===== src/rtl/tour_cmd.sv =====
// Replays a stored knight's tour as robot commands: each move becomes a vertical
// leg followed by a horizontal leg. Outside a tour, UART commands pass straight through.
module tour_cmd #(
  parameter int NUM_MOVES = 24,
  parameter int IDX_W     = 5
) (
  input  logic             clk,
  input  logic             rst_n,
  input  logic             start_tour,
  input  logic [7:0]       move,
  output logic [IDX_W-1:0] mv_indx,
  input  logic [15:0]      cmd_UART,
  input  logic             cmd_rdy_UART,
  output logic [15:0]      cmd,
  output logic             cmd_rdy,
  input  logic             clr_cmd_rdy,
  input  logic             send_resp,
  output logic [7:0]       resp
);

  localparam logic [2:0] IDLE  = 3'd0;
  localparam logic [2:0] VERT  = 3'd1;
  localparam logic [2:0] HOLDV = 3'd2;
  localparam logic [2:0] HORZ  = 3'd3;
  localparam logic [2:0] HOLDH = 3'd4;

  logic [2:0]        state_q, state_d;
  logic [IDX_W-1:0]  idx_q, idx_d;
  logic signed [2:0] dx, dy;
  logic              onehot;
  logic              last;
  logic [15:0]       vert_cmd, horz_cmd;

  function automatic logic [3:0] mag(input logic signed [2:0] v);
    mag = (v < 0) ? 4'(-v) : 4'(v);
  endfunction

  // Vertical legs head N/S, horizontal legs head W/E; squares is the leg length.
  function automatic logic [15:0] leg_cmd(input logic [3:0] op,
                                          input logic signed [2:0] d,
                                          input logic vertical);
    logic [7:0] hdg;
    if (vertical) hdg = (d < 0) ? 8'h7F : 8'h00;
    else          hdg = (d < 0) ? 8'h3F : 8'hBF;
    leg_cmd = {op, hdg, mag(d)};
  endfunction

  always_comb begin
    dx     = '0;
    dy     = '0;
    onehot = 1'b1;
    case (move)
      8'h01:   begin dx =  3'sd1; dy =  3'sd2; end
      8'h02:   begin dx = -3'sd1; dy =  3'sd2; end
      8'h04:   begin dx = -3'sd2; dy =  3'sd1; end
      8'h08:   begin dx = -3'sd2; dy = -3'sd1; end
      8'h10:   begin dx = -3'sd1; dy = -3'sd2; end
      8'h20:   begin dx =  3'sd1; dy = -3'sd2; end
      8'h40:   begin dx =  3'sd2; dy = -3'sd1; end
      8'h80:   begin dx =  3'sd2; dy =  3'sd1; end
      default: onehot = 1'b0;
    endcase
  end

  assign vert_cmd = onehot ? leg_cmd(4'h2, dy, 1'b1) : 16'h0000;
  assign horz_cmd = onehot ? leg_cmd(4'h3, dx, 1'b0) : 16'h0000;
  assign last     = (idx_q == IDX_W'(NUM_MOVES - 1));

  always_comb begin
    state_d = state_q;
    idx_d   = idx_q;
    case (state_q)
      IDLE:  if (start_tour) begin state_d = VERT; idx_d = '0; end
      VERT:  if (clr_cmd_rdy) state_d = HOLDV;
      HOLDV: if (send_resp)   state_d = HORZ;
      HORZ:  if (clr_cmd_rdy) state_d = HOLDH;
      HOLDH: if (send_resp) begin
        if (last) state_d = IDLE;
        else begin
          idx_d   = idx_q + 1'b1;
          state_d = VERT;
        end
      end
      default: state_d = IDLE;
    endcase
  end

  always_ff @(posedge clk or negedge rst_n) begin
    if (!rst_n) begin
      state_q <= IDLE;
      idx_q   <= '0;
    end else begin
      state_q <= state_d;
      idx_q   <= idx_d;
    end
  end

  // The final HOLDH already reports A5 so the last response marks tour completion.
  always_comb begin
    cmd     = cmd_UART;
    cmd_rdy = cmd_rdy_UART;
    resp    = 8'hA5;
    case (state_q)
      VERT:    begin cmd = vert_cmd; cmd_rdy = 1'b1; resp = 8'h5A; end
      HOLDV:   begin cmd = vert_cmd; cmd_rdy = 1'b0; resp = 8'h5A; end
      HORZ:    begin cmd = horz_cmd; cmd_rdy = 1'b1; resp = 8'h5A; end
      HOLDH:   begin cmd = horz_cmd; cmd_rdy = 1'b0; resp = last ? 8'hA5 : 8'h5A; end
      default: ;
    endcase
  end

  assign mv_indx = idx_q;

endmodule


===== config.mk =====
export PLATFORM = sky130hd
export DESIGN_NAME = tour_cmd
export DESIGN_NICKNAME = d
export VERILOG_FILES = /design/src/rtl/tour_cmd.sv
export SDC_FILE = /design/constraint.sdc
export NUM_CORES = 1
export LEC_CHECK = 0
export ABC_AREA = 1
export ABC_CLOCK_PERIOD_IN_PS = 2900
export CORE_MARGIN = 2
export CORE_UTILIZATION = 40
export DETAILED_ROUTE_END_ITERATION = 10
export GPL_TIMING_DRIVEN = 1
export PLACE_DENSITY = 0.86
export SYNTH_ARGS = -nofsm -noshare
export SYNTH_HDL_FRONTEND = slang
export SYNTH_SLANG_ARGS = --single-unit
export TNS_END_PERCENT = 50

===== constraint.sdc =====
create_clock -name clk -period 2.9 [get_ports clk]
set_input_delay 0.435 -clock clk [delete_from_list [all_inputs] [get_ports clk]]
set_output_delay 0.435 -clock clk [all_outputs]
set_load 0.005 [all_outputs]

==> results of run 1 <==
[synthesized netlist by cell type, drive strengths merged]
master | n | area [µm²]
o21ai | 8 | 43.8
and2 | 1 | 8.76
nand3b | 1 | 7.51
inv | 33 | 124
nand4 | 3 | 18.8
buf | 7 | 56.3
xor2 | 4 | 35.0
a21oi | 2 | 13.8
nand3 | 23 | 120
o211ai | 2 | 25.0
dfrtp | 8 | 200
ha | 3 | 37.5
nand2 | 57 | 269
nor2 | 32 | 186
a31oi | 1 | 6.26
[registers in the layout, summed over array words and instances, names as in the netlist]
name and count:
mv_indx 5, state_q 3
[worst register-to-register path, cell delays in order (launching register included)]
cell	delay [ns]
dfrtp_1	0.43
ha_1	0.25
nand2_1	0.07
inv_1	0.05
nand3_1	0.07
nand2_1	0.07
nand2_1	0.13
nand2_4	0.10
inv_2	0.08
nand2_1	0.06
o21ai_2	0.10
[cells in the final DEF (no fill, tap or decap), types with 2 or more instances in the layout]
| cell type | n |
|---|---|
| clkdlybuf4s15_1 | 2 |
| xor2_1 | 4 |
| nand2_4 | 5 |
| nor2_4 | 8 |
| nor2_1 | 20 |
| nand3_1 | 19 |
| nand2_1 | 44 |
| nor2_2 | 3 |
| inv_2 | 7 |
| o211ai_2 | 2 |
| nand4_1 | 3 |
| nand2_2 | 8 |
| buf_4 | 14 |
| clkbuf_4 | 3 |
| dlygate4sd2_1 | 6 |
| ha_1 | 3 |
| inv_1 | 26 |
| clkdlybuf4s50_1 | 51 |
| nand3_2 | 4 |
| dfrtp_1 | 8 |
| o21ai_1 | 6 |
[routing by layer]
layer / vias to the layer above / global-route usage [%] / part of all wire, %
met3: 4 / 3.57 / 5.6
met4: 0 / 5.98 / 1.0
li1: 711 / - / -
met2: 39 / 32.5 / 52
met1: 606 / 22.7 / 42
met5: - / 0 / 0
[what timing repair did]
item,4_1_cts,5_1_grt
setup endpoints to repair,1,1
pin swaps,5,3
cloned,0,0
resized for setup,10,8
setup buffers,2,1
[cell type report]
cell class              count  area (µm²)  area share (%)
clock buffers               3        22.5            1.20
inverters                  33         124            6.59
multi-input cells         137         807            42.9
flip-flops and latches      8         200            10.6
well taps                  31        38.8            2.06
repair buffers             73         688            36.6
[through the flow]
| stage | worst slack [ns] | TNS [ns] | hold WS (ns) | instances |
|---|---|---|---|---|
| 2_1_floorplan | 0.945 | 0 | 0.139 | 185 |
| 3_3_place_gp | -0.0871 | -0.0871 | 0.521 | 279 |
| 3_5_place_dp | -0.138 | -0.138 | 0.525 | 279 |
| 4_1_cts | 0.0529 | 0 | 0.452 | 284 |
| 5_1_grt | -0.0293 | -0.0293 | 0.475 | 285 |
| 6_report | 0.0996 | 0 | 0.449 | 285 |
[how the worst max path moves through the flow]
| stage | endpoint | from | cells past startpoint |
|---|---|---|---|
| after global routing | cmd[1] | move[7] | 13 |
| final | cmd[1] | move[7] | 13 |
| after CTS | cmd[1] | move[7] | 13 |
| after detailed placement | cmd[1] | move[5] | 13 |
| after floorplan | cmd[1] | move[5] | 11 |
| after global placement | cmd[1] | move[5] | 13 |
[logic make-up (layout without fill, tap and decap cells)]
group	Yosys count	count (layout)	share of synthesized area (%)
adder cells (fa/ha/maj)	3	3	3.26
AND/OR/NAND/NOR	117	117	53.0
AO/OA/AOI/OAI	13	13	7.71
XOR/XNOR	4	4	3.04
buffers and inverters	40	109	15.6
flip-flops	8	8	17.4
[power by group]
group	switching (mW)	internal, mW	total, mW
combinational	0.529	0.589	1.12
sequential	0.0338	0.141	0.174
clock	0.0417	0.0476	0.0893
==> run summary, run 1 <==
delay-heaviest family, CP - buffers and inverters
max incr delay on CP - 0.49 ns
reg-to-reg startpoint - mv_indx[0]
Port Buffers - 59
count of cell types in the netlist - 26
Req. time, crit path - 2.47 ns
antenna violations before repair - 0
Post-Route WL - 3050 µm
area growth from synthesis to layout - 63.2%
path depth of the worst reg2reg path - 10
final setup fails - 0
Seq cells post-synth - 8
Crit path arrival time - 2.37 ns
Peak VDD IR - 660 µV
Inserted Clock Buffers - 3
post-detailed-route wirelength per cell - 10.7 µm
Placeable Area - 2760 µm²
IO Pins - 60
Initial Utilization - 41.8%
H-Tree Level Count - 1
Clock Tree Buf Depth - 2
Crit path top cell by count - nor2_4
Residual DRC - 0
synth warn - 0
largest net degree at the start of global routing - 14
Final Cell Area - 1880 µm²
drt pass-1 iters - 5
total global-route track usage - 18.5%
routed vias/inst - 4.77
Final nets - 289
utilization after layout - 68.2%
Critical Path Fanout Max - 5
dpl hpwl - 2420 µm
Power per Cell Area - 735 nW/µm²
Final Hold Viols - 0
GPL Wtd Cong - 0.818
placed standard-cell area - 1810 µm²
vias in the first global route - 1,151
share of layout cells above drive strength 1 - 22.8%
cell at the root of the clock tree - clkbuf_4
Initial DRC Count - 44
Die Ht - 57.7 µm
Final Cycle Share - 96.6%
hold_buf cts - 0
sequential fraction of the synthesis area - 17.4%
worst hold path class - primary input to async pin
Syn Std Cell Area - 1150 µm²
status - complete, no violations
Fmax - 357 MHz
R2R Setup Slk - 1.43 ns
Clock Skew - 0.00191 ns
Final ANT Viol Nets - 0
Setup crit end kind - output port
grt total ovfl - 0
Reg clk slew, reported paths - 0.06 ns
Period minus WS final - 2.80 ns
Worst path slowest cell - clkdlybuf4s50_1
max_cap viols - 0
Synth Instances - 185
worst rel slew slack - 75.9%
Die Span X - 57.7 µm
antenna fix cells - 0
reg2reg end - mv_indx[0]
CP Cell Sequence - dlygate4sd2_1, nor2_4, nand3_2, nor2_4, nor2_4, nand2_1, inv_1, ha_1, inv_1, nand2_1, nand3_1, nand3_1, clkdlybuf4s50_1
P_leak - 0.958 nW
clock sink total - 8
Worst-Skew Late Latency - 0.26 ns
CP bufs+invs - 4
Die ar. - 3330 µm²
Slew Viols, Final - 0
Critical Path Start Type - primary input
Net Count, Synth - 218
Filler cells - 244
FP Rows - 19
first-pass GRT wire length - 4840 µm
syn avg cell area - 6.23 µm²
CTS tree - yes
worst-margin pin slew - 0.360 ns
vias - 1,360
Tot Pwr - 1.38 mW
critical path class - primary input to output port
Note: power is estimated with default switching activity, not from simulation.
==> run 2: changes to the inputs <==
Settings changed: SLEW_MARGIN set to 10.
==> results of run 2 <==
The final DEF is identical to that of run 1; final timing and power are the same.
==> run 3: changes to the inputs <==
Settings changed: SLEW_MARGIN 10 to not set.
==> results of run 3 <==
The final DEF is identical to that of run 1; final timing and power are the same.
